File: config.mk
export PLATFORM = sky130hd
export DESIGN_NAME = bridge_out_serializer
export DESIGN_NICKNAME = d
export VERILOG_FILES = /design/src/rtl/bridge_ser_pkg.sv /design/src/rtl/ser_fifo.sv /design/src/rtl/bridge_out_serializer.sv
export SDC_FILE = /design/constraint.sdc
export NUM_CORES = 1
export LEC_CHECK = 0
export CAP_MARGIN = 10
export CORE_MARGIN = 2
export CORE_UTILIZATION = 50
export CTS_CLUSTER_SIZE = 8
export DETAILED_ROUTE_END_ITERATION = 10
export GPL_ROUTABILITY_DRIVEN = 0
export PLACE_DENSITY = 0.71
export SETUP_SLACK_MARGIN = 0.4
export SYNTH_ARGS = -nofsm -noshare
export SYNTH_HDL_FRONTEND = slang
export SYNTH_HIERARCHICAL = 1
export SYNTH_SLANG_ARGS = --single-unit
File: constraint.sdc
create_clock -name clk -period 6 [get_ports clk]
set_clock_uncertainty 0.2 [all_clocks]
set_input_delay 1.2 -clock clk [delete_from_list [all_inputs] [get_ports clk]]
set_output_delay 1.2 -clock clk [all_outputs]
set_load 0.01 [all_outputs]
File: src/rtl/bridge_ser_pkg.sv
// Shared types and widths for the bridge output serializer.
package bridge_ser_pkg;

  localparam int unsigned DATA_W_DEF = 64;
  localparam int unsigned BYTES      = DATA_W_DEF / 8;
  localparam int unsigned BYTE_CNT_W = $clog2(BYTES);
  localparam int unsigned GAP_CNT_W  = 4;
  localparam int unsigned WORD_CNT_W = 16;

  typedef enum logic [1:0] {
    IDLE  = 2'd0,
    SEND  = 2'd1,
    GAP_W = 2'd2
  } ser_state_t;

  // Counter width for a range of n values, never below one bit.
  function automatic int unsigned cnt_w(input int unsigned n);
    return (n > 1) ? $clog2(n) : 1;
  endfunction

endpackage

File: src/rtl/ser_fifo.sv
// Synchronous word FIFO buffering transfer words ahead of the serializer.
module ser_fifo
  import bridge_ser_pkg::*;
#(
  parameter int unsigned DATA_W = 64,
  parameter int unsigned DEPTH  = 2
) (
  input  logic                          clk,
  input  logic                          rst_n,
  input  logic                          push,
  input  logic                          pop,
  input  logic [DATA_W-1:0]             wdata,
  output logic [DATA_W-1:0]             head_c,
  output logic                          full_c,
  output logic                          empty_c,
  output logic [cnt_w(DEPTH):0]         count
);

  localparam int unsigned AW = cnt_w(DEPTH);
  localparam int unsigned CW = AW + 1;

  logic [DATA_W-1:0] mem [DEPTH];
  logic [AW-1:0]     wr_ptr;
  logic [AW-1:0]     rd_ptr;
  logic              do_push;
  logic              do_pop;

  assign full_c  = (count == CW'(DEPTH));
  assign empty_c = (count == '0);
  assign head_c  = mem[rd_ptr];
  assign do_push = push & ~full_c;
  assign do_pop  = pop & ~empty_c;

  // Word storage; contents are don't-care until written.
  always_ff @(posedge clk) begin
    if (do_push) mem[wr_ptr] <= wdata;
  end

  // Pointers wrap naturally at the power-of-two depth.
  always_ff @(posedge clk or negedge rst_n) begin
    if (!rst_n) begin
      wr_ptr <= '0;
      rd_ptr <= '0;
      count  <= '0;
    end else begin
      if (do_push) wr_ptr <= wr_ptr + AW'(1);
      if (do_pop)  rd_ptr <= rd_ptr + AW'(1);
      count <= count + CW'(do_push) - CW'(do_pop);
    end
  end

endmodule

File: src/rtl/bridge_out_serializer.sv
// Serializes buffered transfer words into 8-bit beats, MSB byte first,
// with a fixed idle gap between bursts. Optional macro SER_STAT_EN adds
// a word_cnt port counting fully sent words.
module bridge_out_serializer
  import bridge_ser_pkg::*;
#(
  parameter int unsigned DATA_W = DATA_W_DEF,
  parameter int unsigned DEPTH  = 2,
  parameter int unsigned GAP    = 1
) (
  input  logic                  clk,
  input  logic                  rst_n,
  input  logic                  in_valid,
  input  logic [DATA_W-1:0]     in_data,
  output logic                  in_ready,
  output logic                  out_valid,
  output logic [7:0]            out_data
`ifdef SER_STAT_EN
  ,
  output logic [WORD_CNT_W-1:0] word_cnt
`endif
);

  localparam int unsigned NBYTES = DATA_W / 8;
  localparam int unsigned BCW    = cnt_w(NBYTES);
  localparam int unsigned CW     = cnt_w(DEPTH) + 1;
  localparam int unsigned GCW    = GAP_CNT_W;

  ser_state_t        state_q, state_d;
  logic [DATA_W-1:0] shreg_q, shreg_d;
  logic [BCW-1:0]    byte_cnt_q, byte_cnt_d;
  logic [GCW-1:0]    gap_cnt_q, gap_cnt_d;
  logic              out_valid_d;
  logic [7:0]        out_data_d;
  logic              load_c;
  logic              pop_c;
  logic              push_c;
  logic [DATA_W-1:0] head_c;
  logic              full_c;
  logic              empty_c;
  logic [CW-1:0]     count;
  logic [CW-1:0]     cnt_nxt_c;

  assign push_c    = in_valid & in_ready & ~full_c;
  assign cnt_nxt_c = count + CW'(push_c) - CW'(pop_c);

  ser_fifo #(
    .DATA_W (DATA_W),
    .DEPTH  (DEPTH)
  ) u_fifo (
    .clk     (clk),
    .rst_n   (rst_n),
    .push    (push_c),
    .pop     (pop_c),
    .wdata   (in_data),
    .head_c  (head_c),
    .full_c  (full_c),
    .empty_c (empty_c),
    .count   (count)
  );

  // State register.
  always_ff @(posedge clk or negedge rst_n) begin
    if (!rst_n) state_q <= IDLE;
    else        state_q <= state_d;
  end

  // Next-state and next-output decode; a load pops the head and emits its top byte.
  always_comb begin
    state_d     = state_q;
    shreg_d     = shreg_q;
    byte_cnt_d  = byte_cnt_q;
    gap_cnt_d   = gap_cnt_q;
    out_valid_d = 1'b0;
    out_data_d  = 8'h00;
    load_c      = 1'b0;
    pop_c       = 1'b0;
    case (state_q)
      IDLE: begin
        if (!empty_c) load_c = 1'b1;
      end
      SEND: begin
        if (byte_cnt_q == BCW'(NBYTES - 1)) begin
          state_d   = GAP_W;
          gap_cnt_d = GCW'(1);
        end else begin
          shreg_d     = shreg_q << 8;
          byte_cnt_d  = byte_cnt_q + BCW'(1);
          out_valid_d = 1'b1;
          out_data_d  = shreg_q[DATA_W-9 -: 8];
        end
      end
      GAP_W: begin
        if (gap_cnt_q == GCW'(GAP)) begin
          if (!empty_c) load_c = 1'b1;
          else          state_d = IDLE;
        end else begin
          gap_cnt_d = gap_cnt_q + GCW'(1);
        end
      end
      default: state_d = IDLE;
    endcase
    if (load_c) begin
      pop_c       = 1'b1;
      shreg_d     = head_c;
      byte_cnt_d  = '0;
      out_valid_d = 1'b1;
      out_data_d  = head_c[DATA_W-1 -: 8];
      state_d     = SEND;
    end
  end

  // Datapath, counters and registered outputs; in_ready tracks the post-edge fill level.
  always_ff @(posedge clk or negedge rst_n) begin
    if (!rst_n) begin
      shreg_q    <= '0;
      byte_cnt_q <= '0;
      gap_cnt_q  <= '0;
      out_valid  <= 1'b0;
      out_data   <= 8'h00;
      in_ready   <= 1'b0;
    end else begin
      shreg_q    <= shreg_d;
      byte_cnt_q <= byte_cnt_d;
      gap_cnt_q  <= gap_cnt_d;
      out_valid  <= out_valid_d;
      out_data   <= out_data_d;
      in_ready   <= (cnt_nxt_c != CW'(DEPTH));
    end
  end

`ifdef SER_STAT_EN
  // Count words whose last beat ends on this edge.
  always_ff @(posedge clk or negedge rst_n) begin
    if (!rst_n) begin
      word_cnt <= '0;
    end else if (state_q == SEND && byte_cnt_q == BCW'(NBYTES - 1)) begin
      word_cnt <= word_cnt + WORD_CNT_W'(1);
    end
  end
`endif

endmodule
==> results_dict.tcl, run 1 <==
set metrics [dict create \
    outcome "completed" \
    core_region_area_mm2 0.0165 \
    data_required_time_of_the_critical_path_ps 5950 \
    maximum_number_of_pins_on_one_net_before_global_route_repair 80 \
    grt_pass1_wl_mm 23.9 \
    fillerInstances 1200 \
    synth.yosys.seq_area_share_pct 69.3 \
    period_minus_slack_ps 3360 \
    dr_total_vias 4439 \
    wl_per_cell_um 18.0 \
    setup_viol 0 \
    clk_transition_reported_paths_ps 50 \
    drt_drc_violations_left 0 \
    timing.final.hold_violations 0 \
    start_kind "primary input" \
    synth_xor_xnor_area_share_pct 0.626 \
    cts_buffer_depth 3 \
    max-vdd-ir-drop_v 0.000299 \
    proportion_of_synthesized_area_in_mux_cells_pct 12.4 \
    multi_input_area_mm2 0.00235 \
    ff2ff_path_depth 11 \
    synth.avg_cell_area_um2 17.3 \
    start_util_pct 50.8 \
    max_slew.worst_pin.slew_ps 1210 \
    clkLatencyLatePin_ps 520 \
    p_leak_nw 3.96 \
    number_of_cells_upsized_or_downsized_after_cts 0 \
    cp_data_arrival_time_ps 3310 \
    tcrit_tclk_final_pct 56.0 \
    die_area_mm2 0.0178 \
    half_perimeter_wire_length_of_the_detailed_placement_result_mm 8.52 \
    numClockSinks 207 \
    worst-setup-path-type "primary input to flop" \
    dr.first_iter.drc_count 316 \
    worst_hold_path_type "flop to flop" \
    height_of_the_die_um 134 \
    rsz0062_at_grt "false" \
    antenna_violating_nets_post_route 0 \
    design.final.nets 642 \
    area_fraction_in_compound_gates_after_synthesis_pct 7.48 \
    yosys.area_share.adder_pct 1.19 \
    max_slew_margin_pct 19.3 \
    synthCells 486 \
    fin_total_pwr_w 0.00521 \
    synth_simple_gate_area_share_pct 6.07 \
    fp.dieW_um 134 \
    largest_family_of_logic_cells_by_synthesized_area "multiplexers" \
    mappedNetlistArea_mm2 0.00839 \
    worst-path-max-fanout 44 \
    cell_variety_after_synth 35 \
    ctsRootBufferMaster "sky130_fd_sc_hd__clkbuf_16" \
    via_per_inst 5.49 \
    ys_warn_count 6 \
    postCtsSetupRepairBufs 0 \
    power_density_mw_per_mm2 516 \
    n_antenna_cell 0 \
    achievable-frequency_ghz 0.298 \
    report.final.slew_viol_count 0 \
    post_route_cells_drive_above_1_share_pct 20.0 \
    grt_pass1_vias 4624 \
    htreeDepth 1 \
    grt-ovfl-total 0 \
    row_count 47 \
    total_negative_setup_slacks_ps 0 \
    synth-edff-count 128 \
    async_sr_flop_fraction_pct 38.2 \
    number_of_buffer_cells_added_on_primary_ports 76 \
    grt_antenna_before_repair 0 \
    layout-area-overhead-vs-synth_pct 20.2 \
    final-seq-area_mm2 0.00582 \
    worstHoldPathCells 1 \
    io_pins 77 \
    tritoncts "done" \
    maxCapViolations 0 \
    crit_path_end_kind "flop" \
    ctsHoldBuffers 0 \
    routed_wl_mm 14.6 \
    synthFlopType "sky130_fd_sc_hd__edfxtp_1" \
    drt_pass1_iterations 5 \
    ys_ff_latch 207 \
    synth_nets 561 \
    numCtsBuffers 29 \
    grt.total_usage_pct 16.8 \
]
-- flip-flops by register name (all words and copies together) (netlist names) --
signal,flops
out_data,8
byte_cnt_q,3
u_fifo/rd_ptr,1
state_q,2
shreg_q,56
gap_cnt_q,4
u_fifo/wr_ptr,1
u_fifo/count,2
out_valid,1
u_fifo/mem,128
in_ready,1
-- routing by layer --
| layer | vias up | wire [um] | track usage, % |
|---|---|---|---|
| li1 | 2024 | - | - |
| met1 | 2254 | 6520 | 23.2 |
| met2 | 130 | 6980 | 27.1 |
| met3 | 31 | 712 | 3.20 |
| met4 | 0 | 384 | 5.32 |
| met5 | - | 0 | 0 |
-- where the power goes --
group          internal, W  leakage, nW  switching (W)
logic             0.000827         1.40       0.000670
registers          0.00197         2.17       0.000292
clock network     0.000898        0.389       0.000549
-- worst max-delay path, cell delays in order --
cell	delay, ps
sky130_fd_sc_hd__clkdlybuf4s50_1	460
sky130_fd_sc_hd__nand2_1	50
sky130_fd_sc_hd__nor2_1	170
sky130_fd_sc_hd__nand2_1	180
sky130_fd_sc_hd__nor2_4	570
sky130_fd_sc_hd__buf_4	650
-- cells in the final DEF, fill, tap and decap left out, types with 2 or more instances in the layout --
master / synthesis / final
sky130_fd_sc_hd__clkdlybuf4s50_1: 0 / 75
sky130_fd_sc_hd__ha_1: 8 / 8
sky130_fd_sc_hd__or2_2: 2 / 2
sky130_fd_sc_hd__mux2_2: 24 / 24
sky130_fd_sc_hd__mux2i_1: 2 / 2
sky130_fd_sc_hd__edfxtp_1: 128 / 128
sky130_fd_sc_hd__nand2b_1: 4 / 4
sky130_fd_sc_hd__nand3_1: 3 / 3
sky130_fd_sc_hd__a221o_1: 48 / 48
sky130_fd_sc_hd__o21ai_1: 2 / 2
sky130_fd_sc_hd__and2_1: 49 / 49
sky130_fd_sc_hd__clkbuf_1: 9 / 23
sky130_fd_sc_hd__mux2_4: 50 / 50
sky130_fd_sc_hd__nor2_1: 4 / 3
sky130_fd_sc_hd__o21ai_0: 4 / 4
sky130_fd_sc_hd__nor2b_1: 10 / 10
sky130_fd_sc_hd__clkbuf_16: 0 / 29
sky130_fd_sc_hd__a21oi_1: 2 / 2
sky130_fd_sc_hd__nand2_1: 6 / 6
sky130_fd_sc_hd__xnor2_1: 5 / 5
sky130_fd_sc_hd__buf_4: 1 / 5
sky130_fd_sc_hd__a22o_1: 8 / 8
sky130_fd_sc_hd__dfrtp_1: 79 / 78
sky130_fd_sc_hd__inv_1: 7 / 7
-- cell type report --
cell class	count	share of cell area, %
clock buffers	52	8.05
clock inverters	1	0.0868
inverters	7	0.260
multi-input cells	242	23.3
flip-flops and latches	207	57.7
well taps	220	2.73
repair buffers	80	7.81
-- logic make-up (layout without fill, tap and decap cells) --
kind of cell / Yosys count / in the layout
adders and majority gates: 8 / 8
xor gates and xnor gates: 6 / 6
buffers and inverters: 37 / 140
AOI/OAI and AO/OA: 68 / 68
muxes: 76 / 76
DFF: 207 / 207
and+or+nand+nor: 84 / 84
-- cells in the mapped netlist (all sizes together) (5+ instances only) --
cell type  number  area [um2]
and2           49         307
nor2b          10        62.6
o21ai           6        30.0
edfxtp        128        3840
buf            21         183
mux2           74        1020
a221o          48         480
ha              8         100
dfrtp          79        1980
nand2           6        22.5
clkbuf          9        33.8
xnor2           5        43.8
a22o            8        70.1
inv             7        26.3
-- metrics by stage --
step           instance area, um2  util (%)  worst slack, ps  cells  hold WS, ps
6_report                    10100      61.1             2640    809          255
5_1_grt                     10100      61.1             2450    809          304
4_1_cts                     10100      61.1             2630    809          266
3_5_place_dp                 9270      56.1             2100    756          257
3_3_place_gp                 9270      56.1             2160    756          250
2_1_floorplan                8390         -             1130    486          232
-- worst paths after layout --
check	startpoint	to	slack, ps
setup / recovery	in_valid	u_fifo/mem[0][41]$_DFFE_PP_	2640
hold / removal	gap_cnt_q[3]$_DFFE_PN0P_	gap_cnt_q[3]$_DFFE_PN0P_	250
setup reg to reg	gap_cnt_q[1]$_DFFE_PN0P_	u_fifo/count[1]$_DFF_PN0_	2750
hold reg to reg	gap_cnt_q[3]$_DFFE_PN0P_	gap_cnt_q[3]$_DFFE_PN0P_	250
max in group asynchronous	rst_n	u_fifo/rd_ptr$_DFFE_PN0P_	4260
min in group asynchronous	rst_n	u_fifo/count[0]$_DFF_PN0_	620
Note: power is estimated with default switching activity, not from simulation.
==> inputs of run 2 (changes only) <==
==> constraint.sdc (replaced) <==
create_clock -name clk -period 3.5 [get_ports clk]
set_clock_uncertainty 0.2 [all_clocks]
set_input_delay 0.7 -clock clk [delete_from_list [all_inputs] [get_ports clk]]
set_output_delay 0.7 -clock clk [all_outputs]
set_load 0.01 [all_outputs]
==> results_dict.tcl, run 2 (synthesis results as in run 1) <==
set metrics [dict create \
    data_required_time_of_the_critical_path_ps 3700 \
    total_negative_setup_slacks_ps 0 \
    io_pins 77 \
    routed_wl_mm 15.1 \
    crit-reg2reg-launch "gap_cnt_q[1]$_DFFE_PN0P_" \
    numClockSinks 207 \
    mostFrequentLayoutCell "sky130_fd_sc_hd__edfxtp_1" \
    cts_buffer_depth 3 \
    drt_pass1_iterations 5 \
    critical-path-slowest-cell "sky130_fd_sc_hd__buf_4" \
    final_cell_count_no_fill 817 \
    p_switching_w 0.00263 \
    max_slew_margin_pct 32.2 \
    start_util_pct 50.8 \
    ctsRootBufferMaster "sky130_fd_sc_hd__clkbuf_16" \
    number_of_buffer_cells_added_on_primary_ports 76 \
    final_core_utilization_pct 61.8 \
    antenna_violating_nets_post_route 0 \
    worstHoldPathCells 1 \
    row_count 47 \
    clk_transition_reported_paths_ps 50 \
    ff2ff_path_depth 6 \
    period_minus_slack_ps 2700 \
    max-vdd-ir-drop_v 0.000592 \
    power_density_mw_per_mm2 884 \
    height_of_the_die_um 134 \
    p_clk_share_pct 27.6 \
    rsz0062_at_grt "false" \
    report.final.slew_viol_count 0 \
    design.final.nets 649 \
    largestRegisters "u_fifo/mem: 128 flops, shreg_q: 56 flops, out_data: 8 flops" \
    hold_path_startpoint "gap_cnt_q[3]$_DFFE_PN0P_" \
    worst_hold_path_type "flop to flop" \
    placedCellCount 762 \
    via_per_inst 5.39 \
    cp_slowest_stage_delay_ps 620 \
    worst-setup-path-type "flop to flop" \
    tritoncts "done" \
    timing.final.hold_violations 0 \
    wl_per_cell_um 18.4 \
    numCtsBuffers 29 \
    regToRegEndpoint "shreg_q[1]$_DFFE_PN0P_" \
    start_kind "flop" \
    n_antenna_cell 0 \
    core_region_area_mm2 0.0165 \
    critPathBufInv 2 \
    die_area_mm2 0.0178 \
    path_delay_family "buffers and inverters" \
    achievable-frequency_ghz 0.370 \
    outcome "completed" \
    clkLatencyLatePin_ps 520 \
    setup_viol 0 \
    postCtsSetupRepairBufs 0 \
    whs_ps 284 \
    top_register "u_fifo/mem" \
    layout-area-overhead-vs-synth_pct 21.6 \
    flip_flop_count_of_the_largest_register_after_layout 128 \
    p_int_w 0.00640 \
    grt-ovfl-total 0 \
    sequentialPowerShare_pct 41.9 \
    hold-path-endpoint "gap_cnt_q[3]$_DFFE_PN0P_" \
    layout_common_cells "128 x sky130_fd_sc_hd__edfxtp_1, 78 x sky130_fd_sc_hd__dfrtp_1, 75 x sky130_fd_sc_hd__clkdlybuf4s50_1" \
    maxCapViolations 0 \
    htreeDepth 1 \
    maximum_number_of_pins_on_one_net_before_global_route_repair 67 \
    max_slew.worst_pin.slew_ps 1020 \
    swShare_pct 29.1 \
    grt_pass1_wl_mm 24.4 \
    cp_data_arrival_time_ps 2900 \
    dr.first_iter.drc_count 366 \
    worst-path-max-fanout 66 \
    grt_antenna_before_repair 0 \
    crit_path_end_kind "flop" \
    grt.total_usage_pct 17.4 \
    half_perimeter_wire_length_of_the_detailed_placement_result_mm 9.48 \
    tcrit_tclk_final_pct 77.3 \
    grt_pass1_vias 4605 \
    drt_drc_violations_left 0 \
    p_leak_nw 4.01 \
    timing.critical_path.cells "inv_1 > ha_1 > or3b_1 > a21oi_4 > buf_4 > mux2_2" \
    dr_total_vias 4400 \
    comb_power_share_pct 30.5 \
    fp.dieW_um 134 \
    post_route_cells_drive_above_1_share_pct 20.8 \
    r2r_slack_ps 800 \
]
## run 2: cell types whose count changed in the layout (fill, tap and decap cells not counted)
cell | previous run | this run
sky130_fd_sc_hd__buf_12 | 0 | 5
sky130_fd_sc_hd__dlygate4sd3_1 | 0 | 1
sky130_fd_sc_hd__clkbuf_1 | 23 | 24
sky130_fd_sc_hd__buf_4 | 5 | 6
## run 2: worst max-delay path by stage
stage	startpoint	end	slack, ps	cells past startpoint
after floorplan	in_valid	u_fifo/mem[1][0]$_DFFE_PP_	410	3
after global placement	in_valid	u_fifo/mem[0][26]$_DFFE_PP_	700	6
after detailed placement	in_valid	u_fifo/mem[0][7]$_DFFE_PP_	660	6
after CTS	gap_cnt_q[1]$_DFFE_PN0P_	shreg_q[1]$_DFFE_PN0P_	820	6
after global routing	gap_cnt_q[1]$_DFFE_PN0P_	shreg_q[1]$_DFFE_PN0P_	690	6
final	gap_cnt_q[1]$_DFFE_PN0P_	shreg_q[1]$_DFFE_PN0P_	800	6
## run 2: layout make-up
| type | instances | area (um2) |
|---|---|---|
| Fill cell | 1209 | 6310 |
| Sequential cell | 207 | 5820 |
| Multi-Input combinational cell | 242 | 2350 |
| Timing Repair Buffer | 87 | 906 |
| Clock buffer | 53 | 816 |
| Tap cell | 220 | 275 |
| Inverter | 7 | 26.3 |
| Clock inverter | 1 | 8.76 |
## run 2: stage by stage
step | worst slack (ps) | cell area (um2) | total power (W)
global placement | 704 | 9380 | 0.00650
CTS | 819 | 10200 | 0.00913
detailed placement | 662 | 9380 | 0.00660
floorplan | 409 | 8400 | 0.00593
finish | 796 | 10200 | 0.00903
global route | 686 | 10200 | 0.00951
## run 2: worst reg2reg max path: stages, from the launching register on
cell	delay (ps)
sky130_fd_sc_hd__dfrtp_1	410
sky130_fd_sc_hd__inv_1	80
sky130_fd_sc_hd__ha_1	140
sky130_fd_sc_hd__or3b_1	500
sky130_fd_sc_hd__a21oi_4	200
sky130_fd_sc_hd__buf_4	620
sky130_fd_sc_hd__mux2_2	440
## run 2: repair_timing
| item | 4_1_cts | 5_1_grt |
|---|---|---|
| hold buffers | 1 | 0 |
| hold endpoints to repair | 28 | 0 |
| gates resized for setup | 0 | 0 |
## run 2: per-layer routing
metal  track usage [%]  routed length, um
met5                 0                  0
met4              4.43                300
met3              3.46                768
met2              29.2               7400
met1              23.5               6600
## run 2: power by group through the flow
stage | clock network, W | logic (W) | registers (W)
after floorplan | 0 | 0.00228 | 0.00364
after global placement | 0 | 0.00270 | 0.00380
after detailed placement | 0 | 0.00277 | 0.00383
after CTS | 0.00255 | 0.00279 | 0.00379
after global routing | 0.00264 | 0.00300 | 0.00387
final | 0.00249 | 0.00275 | 0.00379
==> inputs of run 3 (changes only) <==
--- a/config.mk
+++ b/config.mk
@@ -11,7 +11,7 @@
 export CTS_CLUSTER_SIZE = 8
 export DETAILED_ROUTE_END_ITERATION = 10
 export GPL_ROUTABILITY_DRIVEN = 0
-export PLACE_DENSITY = 0.71
+export PLACE_DENSITY = 0.74
 export SETUP_SLACK_MARGIN = 0.4
 export SYNTH_ARGS = -nofsm -noshare
 export SYNTH_HDL_FRONTEND = slang
==> constraint.sdc (replaced) <==
create_clock -name clk -period 2.4 [get_ports clk]
set_clock_uncertainty 0.2 [all_clocks]
set_input_delay 0.48 -clock clk [delete_from_list [all_inputs] [get_ports clk]]
set_output_delay 0.48 -clock clk [all_outputs]
set_load 0.01 [all_outputs]
==> results_dict.tcl, run 3 (synthesis results as in run 1) <==
set metrics [dict create \
    path_delay_family "compound AO/OA/AOI/OAI gates" \
    placedCellCount 768 \
    worst-path-max-fanout 13 \
    design.final.nets 670 \
    dr.first_iter.drc_count 357 \
    grt-ovfl-total 0 \
    layout_common_cells "128 x sky130_fd_sc_hd__edfxtp_1, 78 x sky130_fd_sc_hd__dfrtp_1, 65 x sky130_fd_sc_hd__clkdlybuf4s50_1" \
    start_kind "flop" \
    routed_wl_mm 17.2 \
    cts_buffer_depth 3 \
    numCtsBuffers 29 \
    htreeDepth 1 \
    final_design_area_no_fill_mm2 0.0106 \
    drt_drc_violations_left 0 \
    worst_hold_path_type "primary input to async pin" \
    core_region_area_mm2 0.0165 \
    setup_ws_ps 70.4 \
    critPathBufInv 3 \
    grt_pass1_wl_mm 26.3 \
    rsz0062_at_grt "true" \
    data_required_time_of_the_critical_path_ps 2590 \
    power_density_mw_per_mm2 1340 \
    row_count 47 \
    achievable-frequency_ghz 0.429 \
    max_slew_margin_pct 59.4 \
    dr_total_vias 4635 \
    post_dp_area_mm2 0.00948 \
    p_leak_nw 4.22 \
    crit_path_end_kind "flop" \
    max_slew.worst_pin.slew_ps 609 \
    comb_power_share_pct 36.6 \
    die_area_mm2 0.0178 \
    maxCapViolations 0 \
    drt_pass1_iterations 4 \
    grt_antenna_before_repair 0 \
    maximum_number_of_pins_on_one_net_before_global_route_repair 66 \
    mostFrequentLayoutCell "sky130_fd_sc_hd__edfxtp_1" \
    ctsRootBufferMaster "sky130_fd_sc_hd__clkbuf_16" \
    grt_busiest_layer "met2" \
    p_switching_w 0.00427 \
    io_pins 77 \
    half_perimeter_wire_length_of_the_detailed_placement_result_mm 9.34 \
    wl_per_cell_um 20.5 \
    fin_total_pwr_w 0.0142 \
    tcrit_tclk_final_pct 97.1 \
    global_route.usage.met3_pct 3.23 \
    sequentialPowerShare_pct 37.9 \
    timing.final.hold_violations 0 \
    clkLatencyLatePin_ps 530 \
    p_clk_share_pct 25.5 \
    fp.dieW_um 134 \
    start_util_pct 50.8 \
    outcome "completed" \
    numClockSinks 207 \
    cp_slowest_stage_delay_ps 400 \
    swShare_pct 30.0 \
    flip_flop_count_of_the_largest_register_after_layout 128 \
    report.final.slew_viol_count 0 \
    grt_util_met2_pct 31.7 \
    post_route_cells_drive_above_1_share_pct 25.9 \
    layout-area-overhead-vs-synth_pct 26.7 \
    period_minus_slack_ps 2330 \
    critical-path-slowest-cell "sky130_fd_sc_hd__dfrtp_1" \
    largestRegisters "u_fifo/mem: 128 flops, shreg_q: 56 flops, out_data: 8 flops" \
    p_int_w 0.00995 \
    top_register "u_fifo/mem" \
    timing.critical_path.cells "inv_2 > ha_4 > or3b_4 > buf_4 > o22a_4 > buf_12 > a221o_1" \
    preCtsSetupSlack_ps 3.92 \
    via_per_inst 5.54 \
    grt.total_usage_pct 18.9 \
    n_antenna_cell 0 \
    tritoncts "done" \
    whs_ps 230 \
    setup_viol 0 \
    height_of_the_die_um 134 \
    grt_util_met1_pct 25.2 \
    antenna_violating_nets_post_route 0 \
    clk_transition_reported_paths_ps 50 \
    max-vdd-ir-drop_v 0.000912 \
    grt_pass1_vias 4956 \
    final_cell_count_no_fill 837 \
    worst-setup-path-type "flop to flop" \
    cp_data_arrival_time_ps 2520 \
    number_of_buffer_cells_added_on_primary_ports 76 \
]
## run 3: changes by cell type in the layout (fill, tap and decap cells not counted), sizes merged
| cell | previous run | this run |
|---|---|---|
| dlygate4sd2 | 0 | 10 |
| bufbuf | 0 | 2 |
| clkbuf | 53 | 56 |
| clkdlybuf4s50 | 75 | 65 |
| buf | 11 | 27 |
| inv | 8 | 7 |
## run 3: path summary, 6_finish.rpt
| check | to | slack (ps) | start | cells past startpoint |
|---|---|---|---|---|
| setup / recovery | shreg_q[45]$_DFFE_PN0P_ | 70 | gap_cnt_q[1]$_DFFE_PN0P_ | 7 |
| hold / removal | u_fifo/count[0]$_DFF_PN0_ | 230 | rst_n | 2 |
| setup reg to reg | shreg_q[45]$_DFFE_PN0P_ | 70 | gap_cnt_q[1]$_DFFE_PN0P_ | 7 |
| hold reg to reg | out_data[6]$_DFF_PN0_ | 290 | shreg_q[54]$_DFFE_PN0P_ | 1 |
| max in group asynchronous | shreg_q[8]$_DFFE_PN0P_ | 1140 | rst_n | 3 |
| min in group clk | out_data[6]$_DFF_PN0_ | 290 | shreg_q[54]$_DFFE_PN0P_ | 1 |
## run 3: power groups by stage
stage	Clock (W)	Combinational (W)	Sequential (W)
5_1_grt	0.00385	0.00558	0.00548
4_1_cts	0.00368	0.00472	0.00536
3_5_place_dp	0	0.00440	0.00541
3_3_place_gp	0	0.00425	0.00536
6_report	0.00363	0.00521	0.00539
2_1_floorplan	0	0.00341	0.00530
## run 3: per-layer routing
| metal | up-vias | share of wire, % | routed length (um) |
|---|---|---|---|
| met5 | - | 0 | 0 |
| met4 | 0 | 2.5 | 426 |
| met3 | 35 | 5.2 | 887 |
| met2 | 157 | 51 | 8710 |
| met1 | 2359 | 42 | 7150 |
| li1 | 2084 | - | - |
## run 3: area by class of cell
class / instances / area (um2)
clock buffer: 53 / 816
fill: 1155 / 5890
inverter: 7 / 28.8
multi-input combinational: 242 / 2460
sequential: 207 / 5820
tap: 220 / 275
timing repair buffer: 108 / 1230
## run 3: repair_timing
item                                   4_1_cts  5_1_grt
hold buffers                                 1        0
resized for setup                           18       14
buffers inserted                             5        2
pin swaps                                    6        9
endpoints found under the hold margin       26        0
gates cloned                                 3        5
setup endpoints to repair                   82       74
## run 3: stage by stage
step	setup TNS, ps	util (%)
2_1_floorplan	-387	-
5_1_grt	0	64.4
4_1_cts	0	63.2
3_3_place_gp	0	57.3
6_report	0	64.4
3_5_place_dp	0	57.3
